**src/rtl/riscv_display_ctrl.sv**
```systemverilog
// riscv_display_ctrl: VGA timing, per-frame PC/instruction snapshot and
// run/single-step CPU enable gating aligned to vertical blanking.
// Ports: clk, reset (sync, active-high), run, step (async inputs),
//   pc_in/inst_in (live CPU state), cpu_en (one-cycle advance),
//   hsync/vsync (active-low), video_on, pixel_row/pixel_column,
//   frame_start (vblank pulse), pc_disp/inst_disp (frozen values).
// Optional: define RISCV_DISP_STEP_DEBOUNCE_EN to debounce step.
module riscv_display_ctrl #(
`ifdef RISCV_DISP_STEP_DEBOUNCE_EN
   parameter int DEBOUNCE_CYCLES = 250000,
`endif
   parameter int H_VISIBLE = 640,
   parameter int H_FP      = 16,
   parameter int H_SYNC    = 96,
   parameter int H_BP      = 48,
   parameter int V_VISIBLE = 480,
   parameter int V_FP      = 10,
   parameter int V_SYNC    = 2,
   parameter int V_BP      = 33
) (
   input  logic        clk,
   input  logic        reset,
   input  logic        run,
   input  logic        step,
   input  logic [31:0] pc_in,
   input  logic [31:0] inst_in,
   output logic        cpu_en,
   output logic        hsync,
   output logic        vsync,
   output logic        video_on,
   output logic [9:0]  pixel_row,
   output logic [9:0]  pixel_column,
   output logic        frame_start,
   output logic [31:0] pc_disp,
   output logic [31:0] inst_disp
);

   localparam int H_TOTAL = H_VISIBLE + H_FP + H_SYNC + H_BP;
   localparam int V_TOTAL = V_VISIBLE + V_FP + V_SYNC + V_BP;
   localparam int HW = ($clog2(H_TOTAL) > 10) ? $clog2(H_TOTAL) : 10;
   localparam int VW = ($clog2(V_TOTAL) > 10) ? $clog2(V_TOTAL) : 10;

   typedef enum logic [1:0] {
      IDLE,
      ARMED,
      WAIT_REL
   } step_state_t;

   logic [HW-1:0] h_cnt;
   logic [VW-1:0] v_cnt;
   logic          h_wrap;
   logic          step_slot;
   logic          snap_slot;
   logic          run_m, run_s;
   logic          step_m, step_s;
   logic          step_lvl, step_lvl_prev;
   logic          step_rise;
   step_state_t   state;

   assign h_wrap    = (h_cnt == HW'(H_TOTAL - 1));
   assign step_slot = (h_cnt == '0) && (v_cnt == VW'(V_VISIBLE));
   assign snap_slot = (h_cnt == '0) && (v_cnt == VW'(V_VISIBLE + V_FP));

   always_ff @(posedge clk) begin
      if (reset) begin
         h_cnt <= '0;
         v_cnt <= '0;
      end else begin
         h_cnt <= h_wrap ? '0 : h_cnt + 1'b1;
         if (h_wrap)
            v_cnt <= (v_cnt == VW'(V_TOTAL - 1)) ? '0 : v_cnt + 1'b1;
      end
   end

   // Decoded from the counters and registered so all timing outputs
   // share the same one-cycle lag.
   always_ff @(posedge clk) begin
      if (reset) begin
         hsync        <= 1'b1;
         vsync        <= 1'b1;
         video_on     <= 1'b0;
         pixel_row    <= '0;
         pixel_column <= '0;
         frame_start  <= 1'b0;
      end else begin
         hsync <= !((h_cnt >= HW'(H_VISIBLE + H_FP)) &&
                    (h_cnt <  HW'(H_VISIBLE + H_FP + H_SYNC)));
         vsync <= !((v_cnt >= VW'(V_VISIBLE + V_FP)) &&
                    (v_cnt <  VW'(V_VISIBLE + V_FP + V_SYNC)));
         video_on     <= (h_cnt < HW'(H_VISIBLE)) &&
                         (v_cnt < VW'(V_VISIBLE));
         pixel_column <= h_cnt[9:0];
         pixel_row    <= v_cnt[9:0];
         frame_start  <= step_slot;
      end
   end

   // Snapshot late in vblank, after the cpu_en advance at step_slot.
   always_ff @(posedge clk) begin
      if (reset) begin
         pc_disp   <= '0;
         inst_disp <= '0;
      end else if (snap_slot) begin
         pc_disp   <= pc_in;
         inst_disp <= inst_in;
      end
   end

   always_ff @(posedge clk) begin
      if (reset) begin
         run_m  <= 1'b0;
         run_s  <= 1'b0;
         step_m <= 1'b0;
         step_s <= 1'b0;
      end else begin
         run_m  <= run;
         run_s  <= run_m;
         step_m <= step;
         step_s <= step_m;
      end
   end

`ifdef RISCV_DISP_STEP_DEBOUNCE_EN
   localparam int DW = $clog2(DEBOUNCE_CYCLES + 1);
   logic [DW-1:0] db_cnt;

   // The debounced level flips only after the synchronized input has
   // differed from it for DEBOUNCE_CYCLES consecutive cycles.
   always_ff @(posedge clk) begin
      if (reset) begin
         db_cnt   <= '0;
         step_lvl <= 1'b0;
      end else if (step_s == step_lvl) begin
         db_cnt <= '0;
      end else if (db_cnt == DW'(DEBOUNCE_CYCLES - 1)) begin
         db_cnt   <= '0;
         step_lvl <= step_s;
      end else begin
         db_cnt <= db_cnt + 1'b1;
      end
   end
`else
   assign step_lvl = step_s;
`endif

   always_ff @(posedge clk) begin
      if (reset)
         step_lvl_prev <= 1'b0;
      else
         step_lvl_prev <= step_lvl;
   end

   assign step_rise = step_lvl && !step_lvl_prev;

   // step_slot fires once per frame, so cpu_en can never be high
   // on two consecutive cycles.
   always_ff @(posedge clk) begin
      if (reset) begin
         state  <= IDLE;
         cpu_en <= 1'b0;
      end else if (run_s) begin
         cpu_en <= step_slot;
         if (state != IDLE)
            state <= WAIT_REL;
      end else begin
         cpu_en <= 1'b0;
         unique case (state)
            IDLE: begin
               if (step_rise)
                  state <= ARMED;
            end
            ARMED: begin
               if (step_slot) begin
                  cpu_en <= 1'b1;
                  state  <= WAIT_REL;
               end
            end
            WAIT_REL: begin
               if (!step_lvl)
                  state <= IDLE;
            end
            default: state <= IDLE;
         endcase
      end
   end

endmodule

```
**config.mk**
```make
export PLATFORM = sky130hd
export DESIGN_NAME = riscv_display_ctrl
export DESIGN_NICKNAME = d
export VERILOG_FILES = /design/src/rtl/riscv_display_ctrl.sv
export SDC_FILE = /design/constraint.sdc
export NUM_CORES = 1
export LEC_CHECK = 0
export ABC_CLOCK_PERIOD_IN_PS = 2100
export BUFFER_PORTS_ARGS = -buffer_cell sky130_fd_sc_hd__buf_2
export CAP_MARGIN = 20
export CORE_MARGIN = 5
export CORE_UTILIZATION = 35
export DETAILED_ROUTE_END_ITERATION = 10
export PLACE_DENSITY = 0.66
export SYNTH_ARGS = -nofsm -noshare
export SYNTH_HDL_FRONTEND = slang
export SYNTH_SLANG_ARGS = --single-unit
```
**constraint.sdc**
```tcl
create_clock -name clk -period 2.1 [get_ports clk]
set_clock_uncertainty 0.2 [all_clocks]
set_input_delay 0.63 -clock clk [delete_from_list [all_inputs] [get_ports clk]]
set_output_delay 0.63 -clock clk [all_outputs]
set_load 0.02 [all_outputs]
```
==> flow_summary.rst, run 1 <==
.. list-table::
   :header-rows: 1

   * - Metric
     - Value
   * - Post-synthesis cell area
     - around 4400 sq um
   * - Post-route setup TNS
     - 0 ns
   * - Sequential Power Share
     - 0.401
   * - Outcome
     - finished, final reports clean
   * - Area share of the largest cell type after synthesis
     - 0.5336
   * - Minimum clock period
     - approximately 2.1 ns
   * - Synthesized-area fraction occupied by and/or/nand/nor cells
     - 0.2007
   * - Overflow after GRT
     - 0
   * - Capturing element type of the critical path
     - flip-flop
   * - Post-CTS clock slew at the launch and capture registers of the worst setup and hold paths
     - 0.05 ns
   * - Setup repair after global routing missed its margin
     - true
   * - Vertical die dimension
     - 121.5 microns
   * - H-Tree Level Count
     - 4
   * - Mapped Cells
     - about 500
   * - Number of remaining DRC errors
     - 0
   * - Post-synthesis mux area share
     - 0.002300
   * - TritonCTS Buffers
     - 17
   * - Total net switching power
     - ~0.0011 W
   * - Die W
     - roughly 120 microns
   * - Number of search-and-repair iterations in the first detailed-routing pass
     - 5
   * - Total count of hold-check failures in the final report
     - 0
   * - Depth of the worst register-to-register path
     - 5
   * - Kind of critical path
     - reg2reg
   * - Post-Synthesis Net Count
     - 571
   * - Crit path arrival time
     - about 2.2 ns
   * - Post-synthesis average cell area
     - roughly 9 sq um
   * - Count leader, synth
     - sky130_fd_sc_hd__dfxtp_1
   * - Clock tree from TritonCTS
     - built
   * - Ratio of cells with drive above 1 in the final layout
     - 0.3493
   * - Cell internal power dissipation
     - between 0.004 and 0.005 W
   * - Share of flip-flops with an asynchronous set or reset
     - 0
   * - Via count of the first global-routing pass
     - just over 4000
   * - Cell variety after synth
     - just over 40
   * - Initial antenna violation count
     - 0
   * - Static leakage power
     - around 2.6 nW
   * - Avg Vias per Cell
     - between 5 and 6
   * - Number of max-capacitance violations reported
     - 0
   * - Xor/xnor cell area share of the yosys netlist
     - 0.02013
   * - Slew Viols, Final
     - 0
   * - Sw frac
     - 0.1991
   * - Die footprint
     - between 10000 and 15000 sq um
   * - Number of I/O port buffers
     - ~160
   * - Reg2Reg Setup Slack
     - between 0.03 and 0.04 ns
   * - Cts hold-fix bufs
     - 0
   * - Number of filler instances in the final layout
     - 1143
   * - First-pass GRT wire length
     - 19.82 mm
   * - Clock Sink Count
     - between 100 and 150
   * - Adder-cell area share of the yosys netlist
     - 0.01438
   * - Critical Path RT
     - about 2.3 ns
   * - Startpoint type of the worst setup path
     - flip-flop
   * - Synth-to-Final Area Change
     - 41.63%
   * - Top cells by area, synth
     - sky130_fd_sc_hd__dfxtp_1 53%, sky130_fd_sc_hd__a21oi_1 8.1%, sky130_fd_sc_hd__nand3_1 7.9%
   * - Total inserted antenna cells
     - 0
   * - Maximum ir drop on the vdd rail
     - roughly 0.46 mV
   * - Placed cells
     - 805
   * - Maximum number of pins on one net before global-route repair
     - between 60 and 70
   * - Post-route worst setup slack
     - between 0.03 and 0.04 ns
   * - Main synth FF type
     - sky130_fd_sc_hd__dfxtp_1
   * - YS warnings
     - 0
   * - Final WL
     - 12.62 mm
   * - Tot GR Track Use
     - 0.1692
   * - 1st-iter DRT viols
     - 190
   * - Worst slack at placement
     - -0.03911 ns
   * - Commonest cells in the netlist
     - 116 x sky130_fd_sc_hd__dfxtp_1, 70 x sky130_fd_sc_hd__a21oi_1, 69 x sky130_fd_sc_hd__nand3_1, 69 x sky130_fd_sc_hd__o21ai_0, 35 x sky130_fd_sc_hd__clkbuf_1
   * - Starting Density
     - 0.3593
   * - Skew-Pair Late Insertion Delay
     - between 0.4 and 0.5 ns
   * - Via Count
     - ~4200
   * - Post-layout nets
     - 730
   * - Most area-hungry cell type in the Yosys netlist
     - sky130_fd_sc_hd__dfxtp_1
   * - Share of the synthesized area in compound gates (AO/OA/AOI/OAI)
     - 0.1800
   * - Number of buffers on the longest clock path
     - 2
   * - Post-synthesis sequential area ratio
     - 0.5336
   * - Top-level I/O count
     - roughly 160
   * - Core footprint
     - 12110 sq um
   * - Worst Max-Slew Pin Slew
     - roughly 0.44 ns
   * - Final instance count without filler cells
     - 838
   * - Average detailed-routed wire length per instance
     - 15.05 microns
   * - Post-detailed-route count of antenna-violating nets
     - 0
   * - Hold WC Path Type
     - in2reg
   * - Power density cells
     - approximately 900 nW/um^2
   * - Worst relative slew slack
     - 0.7042
   * - Number of synthesized flops with an enable pin
     - 0
   * - Area of the multi-input gates
     - around 1900 sq um
   * - Combinational fraction of design power
     - 0.032
   * - Placer congestion estimate
     - ~0.86
   * - DP Wirelength
     - 8.533 mm
   * - Cell at the root of the clock tree
     - sky130_fd_sc_hd__clkbuf_16
   * - Period utilisation layout
     - 0.9817
   * - Dominant combinational cell family by area after synthesis
     - simple AND/OR/NAND/NOR gates
   * - Max frequency
     - between 400 and 500 MHz
   * - Final hold slack
     - 0.2380 ns
   * - Layout Utilization
     - 0.5089
   * - Synth Register Bits
     - roughly 120
   * - Max Fanout on Critical Path
     - 4
   * - FF+latch area
     - 2327 sq um
   * - Worst Hold Path Cells
     - 2
   * - Number of cell rows
     - 40
   * - Share of total power in the clock network
     - 0.567
   * - Final-report setup violation count
     - 0
[final timing paths]
check / endpoint / startpoint
worst max-delay path: v_cnt[8] / h_cnt[1]
worst min-delay path: run_m / run
worst max register to register: v_cnt[8] / h_cnt[1]
worst min register to register: step_lvl / step_m
[cell type report]
cell class,count,area share
Sequential cell,116,0.3776
Tap cell,168,0.03410
Clock buffer,19,0.07349
Multi-Input combinational cell,328,0.3059
Timing Repair Buffer,185,0.1701
Inverter,9,0.005481
Clock inverter,13,0.03329
[cells by family after synthesis]
| logic type | Yosys count |
|---|---|
| DFF | 116 |
| and+or+nand+nor | 162 |
| adders and majority gates | 5 |
| AOI/OAI and AO/OA | 150 |
| buffers and inverters | 54 |
| muxes | 1 |
| xor gates and xnor gates | 10 |
[metal layers]
metal | wire [microns] | GRT usage
met1 | 5486 | 0.2029
met3 | 876 | 0.06247
met4 | 230 | 0.07843
met2 | 6022 | 0.2694
met5 | 0 | 0
[layout by cell type, fill, tap and decap left out, types with 2 or more instances in the layout]
master,count
sky130_fd_sc_hd__or4_4,2
sky130_fd_sc_hd__and4_1,3
sky130_fd_sc_hd__nor2b_1,22
sky130_fd_sc_hd__or3_4,2
sky130_fd_sc_hd__buf_12,4
sky130_fd_sc_hd__nand3_1,69
sky130_fd_sc_hd__nand4_1,10
sky130_fd_sc_hd__clkinv_4,4
sky130_fd_sc_hd__clkinv_2,4
sky130_fd_sc_hd__and3_1,3
sky130_fd_sc_hd__clkbuf_8,2
sky130_fd_sc_hd__o21ai_0,69
sky130_fd_sc_hd__nor3_1,6
sky130_fd_sc_hd__o211ai_1,2
sky130_fd_sc_hd__nand2_1,7
sky130_fd_sc_hd__nor4_1,2
sky130_fd_sc_hd__inv_1,9
sky130_fd_sc_hd__o31ai_2,2
sky130_fd_sc_hd__bufinv_16,5
sky130_fd_sc_hd__dfxtp_1,114
sky130_fd_sc_hd__nor2_1,23
sky130_fd_sc_hd__buf_4,25
sky130_fd_sc_hd__xor2_1,4
sky130_fd_sc_hd__ha_1,4
sky130_fd_sc_hd__nand2b_1,2
sky130_fd_sc_hd__nor3_2,2
sky130_fd_sc_hd__buf_2,156
sky130_fd_sc_hd__xnor2_1,6
sky130_fd_sc_hd__a21oi_1,69
sky130_fd_sc_hd__clkbuf_16,17
[registers in the layout (all words and copies together) (netlist names), 2 cells and up]
signal and flops:
v_cnt 10, inst_disp 32, h_cnt 10, pc_disp 32, state 2, pixel_column 10
pixel_row 10
[power by group through the flow]
stage	Sequential [W]	Clock [W]	Combinational [W]
after floorplan	0.00229	0	0.0000658
after global placement	0.00228	0	0.000173
after detailed placement	0.00228	0	0.000173
after CTS	0.00224	0.00323	0.000176
after global routing	0.00224	0.00334	0.000200
final	0.00224	0.00316	0.000180
[worst max-delay path: stages, from the launching register on]
cell and delay [ns]:
sky130_fd_sc_hd__dfxtp_4 0.37, sky130_fd_sc_hd__ha_4 0.14, sky130_fd_sc_hd__nand4_1 0.16, sky130_fd_sc_hd__or4_4 0.58, sky130_fd_sc_hd__or4_4 0.43, sky130_fd_sc_hd__a21oi_2 0.12
[metrics by stage]
stage               total power (W)  instance area, sq um
floorplan                  0.002353                  4354
global placement           0.002454                  5430
detailed placement         0.002455                  5430
CTS                        0.005641                  6101
global route               0.005785                  6163
finish                     0.005585                  6163
[what timing repair did]
item,4_1_cts,5_1_grt
endpoints found under the hold margin,0,0
endpoints found under the setup margin,8,68
pin swaps,1,1
buffers inserted,1,0
resized for setup,2,13
Note: power is estimated with default switching activity, not from simulation.
==> run 2: changes to the inputs <==
--- a/config.mk
+++ b/config.mk
@@ -8,10 +8,12 @@
 export ABC_CLOCK_PERIOD_IN_PS = 2100
 export BUFFER_PORTS_ARGS = -buffer_cell sky130_fd_sc_hd__buf_2
 export CAP_MARGIN = 20
+export CELL_PAD_IN_SITES_DETAIL_PLACEMENT = 1
+export CELL_PAD_IN_SITES_GLOBAL_PLACEMENT = 2
 export CORE_MARGIN = 5
-export CORE_UTILIZATION = 35
+export CORE_UTILIZATION = 25
 export DETAILED_ROUTE_END_ITERATION = 10
-export PLACE_DENSITY = 0.66
+export PLACE_DENSITY = 0.79
 export SYNTH_ARGS = -nofsm -noshare
 export SYNTH_HDL_FRONTEND = slang
 export SYNTH_SLANG_ARGS = --single-unit
==> flow_summary.rst, run 2 (synthesized netlist as in run 1, its figures left out) <==
.. list-table::
   :header-rows: 1

   * - Metric
     - Value
   * - Ratio of cells with drive above 1 in the final layout
     - 0.3600 (was 0.3493)
   * - Clock tree from TritonCTS
     - built (unchanged)
   * - Combinational fraction of design power
     - 0.035 (was 0.032)
   * - Max frequency
     - 483.8 MHz (was 485.1 MHz)
   * - Number of filler instances in the final layout
     - 2034 (was 1143)
   * - Via count of the first global-routing pass
     - 4612 (was 4119)
   * - Setup repair after global routing missed its margin
     - true (unchanged)
   * - Sequential Power Share
     - 0.388 (was 0.401)
   * - Crit path arrival time
     - 2.14 ns (was 2.21 ns)
   * - Post-detailed-route count of antenna-violating nets
     - 0 (unchanged)
   * - FF+latch area
     - 2332 sq um (was 2327 sq um)
   * - Critical Path RT
     - 2.18 ns (was 2.25 ns)
   * - Overflow after GRT
     - 0 (unchanged)
   * - Number of search-and-repair iterations in the first detailed-routing pass
     - 4 (was 5)
   * - Avg Vias per Cell
     - 4.830 (was 5.008)
   * - Post-layout nets
     - 735 (was 730)
   * - Power density cells
     - 901.2 nW/um^2 (was 906.1 nW/um^2)
   * - Starting Density
     - 0.2534 (was 0.3593)
   * - 1st-iter DRT viols
     - 102 (was 190)
   * - Placed cells
     - 861 (was 805)
   * - Die W
     - 141.9 microns (was 121.5 microns)
   * - Cell internal power dissipation
     - 0.004609 W (was 0.004473 W)
   * - Post-route setup TNS
     - 0 ns (unchanged)
   * - Area after DPL
     - 5522 sq um (was 5430 sq um)
   * - Maximum number of pins on one net before global-route repair
     - 67 (unchanged)
   * - Final hold slack
     - 0.2270 ns (was 0.2380 ns)
   * - Number of remaining DRC errors
     - 0 (unchanged)
   * - Initial antenna violation count
     - 0 (unchanged)
   * - Static leakage power
     - 2.627 nW (was 2.573 nW)
   * - Most frequent standard cell in the layout excluding fill and tap cells
     - sky130_fd_sc_hd__buf_2 (unchanged)
   * - TritonCTS Buffers
     - 17 (unchanged)
   * - Slowest stage cell on the critical path
     - sky130_fd_sc_hd__dfxtp_4 (was sky130_fd_sc_hd__or4_4)
   * - Core footprint
     - 17180 sq um (was 12110 sq um)
   * - Outcome
     - finished, final reports clean (unchanged)
   * - Largest regs
     - inst_disp: 32 flops, pc_disp: 32 flops (unchanged)
   * - Period utilisation layout
     - 0.9842 (was 0.9817)
   * - Top-level I/O count
     - 157 (unchanged)
   * - Number of max-capacitance violations reported
     - 0 (unchanged)
   * - Maximum ir drop on the vdd rail
     - 0.5385 mV (was 0.4581 mV)
   * - Final-report setup violation count
     - 0 (unchanged)
   * - Worst relative slew slack
     - 0.7461 (was 0.7042)
   * - Area of the multi-input gates
     - 1892 sq um (was 1886 sq um)
   * - Finished Cell Area
     - 6385 sq um (was 6163 sq um)
   * - Cts hold-fix bufs
     - 0 (unchanged)
   * - Slew Viols, Final
     - 0 (unchanged)
   * - Minimum clock period
     - 2.067 ns (was 2.062 ns)
   * - Share of total power in the clock network
     - 0.576 (was 0.567)
   * - Capturing element type of the critical path
     - flip-flop (unchanged)
   * - Via Count
     - 4347 (was 4197)
   * - Layout Utilization
     - 0.3717 (was 0.5089)
   * - Final WL
     - 15.33 mm (was 12.62 mm)
   * - Cell at the root of the clock tree
     - sky130_fd_sc_hd__clkbuf_16 (unchanged)
   * - Vertical die dimension
     - 141.9 microns (was 121.5 microns)
   * - Number of I/O port buffers
     - 156 (unchanged)
   * - Startpoint type of the worst setup path
     - flip-flop (unchanged)
   * - Placer congestion estimate
     - 0.8436 (was 0.8592)
   * - Number of buffers on the longest clock path
     - 2 (unchanged)
   * - Skew-Pair Late Insertion Delay
     - 0.41 ns (about the same)
   * - H-Tree Level Count
     - 4 (unchanged)
   * - Total inserted antenna cells
     - 0 (unchanged)
   * - Final instance count without filler cells
     - 900 (was 838)
   * - Leading cell types in the layout, fill and taps excluded
     - 155 x sky130_fd_sc_hd__buf_2, 112 x sky130_fd_sc_hd__dfxtp_1, 69 x sky130_fd_sc_hd__nand3_1 (was 156 x sky130_fd_sc_hd__buf_2, 114 x sky130_fd_sc_hd__dfxtp_1, 69 x sky130_fd_sc_hd__o21ai_0, 69 x sky130_fd_sc_hd__nand3_1, 69 x sky130_fd_sc_hd__a21oi_1)
   * - Cells traversed along the worst timing path
     - inv_2 -> ha_1 -> nor4b_2 -> buf_4 -> nand4_1 -> buf_6 -> clkbuf_16 -> o21ai_0 -> a21oi_1 (was ha_4 -> nand4_1 -> or4_4 -> or4_4 -> a21oi_2)
   * - Worst Max-Slew Pin Slew
     - 0.3808 ns (was 0.4437 ns)
   * - First-pass GRT wire length
     - 23.68 mm (was 19.82 mm)
   * - DP Wirelength
     - 9.936 mm (was 8.533 mm)
   * - Clock Sink Count
     - 116 (unchanged)
   * - Reg2Reg Setup Slack
     - 0.03 ns (was 0.04 ns)
   * - Post-CTS clock slew at the launch and capture registers of the worst setup and hold paths
     - 0.06 ns (was 0.05 ns)
   * - Synth-to-Final Area Change
     - 46.72% (was 41.63%)
   * - Tot GR Track Use
     - 0.1464 (was 0.1692)
   * - Number of cell rows
     - 48 (was 40)
   * - Total net switching power
     - 0.001145 W (was 0.001112 W)
   * - Sw frac
     - 0.1990 (was 0.1991)
   * - Kind of critical path
     - reg2reg (unchanged)
   * - Total count of hold-check failures in the final report
     - 0 (unchanged)
   * - Average detailed-routed wire length per instance
     - 17.03 microns (was 15.05 microns)
   * - Largest stage delay on the critical path
     - 0.36 ns (was 0.58 ns)
   * - Die footprint
     - 20150 sq um (was 14760 sq um)
   * - Max Fanout on Critical Path
     - 20 (was 4)
   * - Hold WC Path Type
     - in2reg (unchanged)
[run 2: critical path: cells and delay by family, from the launching register on]
kind / cells / cell delay [ns]
compound gates: 2 / 0.24
fa+ha+maj: 1 / 0.14
buf+inv: 4 / 0.62
flops: 1 / 0.36
simple gates: 2 / 0.38
[run 2: area by class of cell]
type | instances | share of cell area
clock buffers | 20 | 0.07153
clock inverters | 12 | 0.03527
inverters | 9 | 0.005291
multi-input cells | 328 | 0.2963
flip-flops and latches | 116 | 0.3653
well taps | 225 | 0.04409
repair buffers | 190 | 0.1822
[run 2: path summary, 6_finish.rpt]
check,from,to,cells past startpoint
worst max-delay path,h_cnt[0],pc_disp[21],9
worst min-delay path,run,run_m,2
worst max register to register,h_cnt[0],pc_disp[21],9
worst min register to register,step_m,step_lvl,1
[run 2: timing repair]
item,in CTS,in global routing
buffers inserted,1,3
pin swaps,2,3
resized for setup,10,35
cloned,1,2
endpoints found under the setup margin,11,50
[run 2: per-layer routing]
metal / track usage / part of all wire / up-vias
li1: - / - / 2089
met3: 0.03629 / 0.048 / 28
met1: 0.1711 / 0.43 / 2117
met4: 0.06970 / 0.026 / 0
met2: 0.2519 / 0.50 / 113
met5: 0 / 0 / -
[run 2: metrics by stage]
step                setup WS [ns]  total power [W]
floorplan                -0.07995         0.002353
global placement          0.03293         0.002460
detailed placement       -0.01680         0.002464
CTS                       0.01095         0.005822
global route             -0.05462         0.005944
finish                    0.03311         0.005754
[run 2: power by group through the flow]
stage | clock (W) | sequential [W] | combinational, W
global route | 0.00349 | 0.00223 | 0.000223
detailed placement | 0 | 0.00228 | 0.000186
global placement | 0 | 0.00228 | 0.000182
finish | 0.00332 | 0.00223 | 0.000204
floorplan | 0 | 0.00229 | 0.0000658
CTS | 0.00339 | 0.00223 | 0.000196
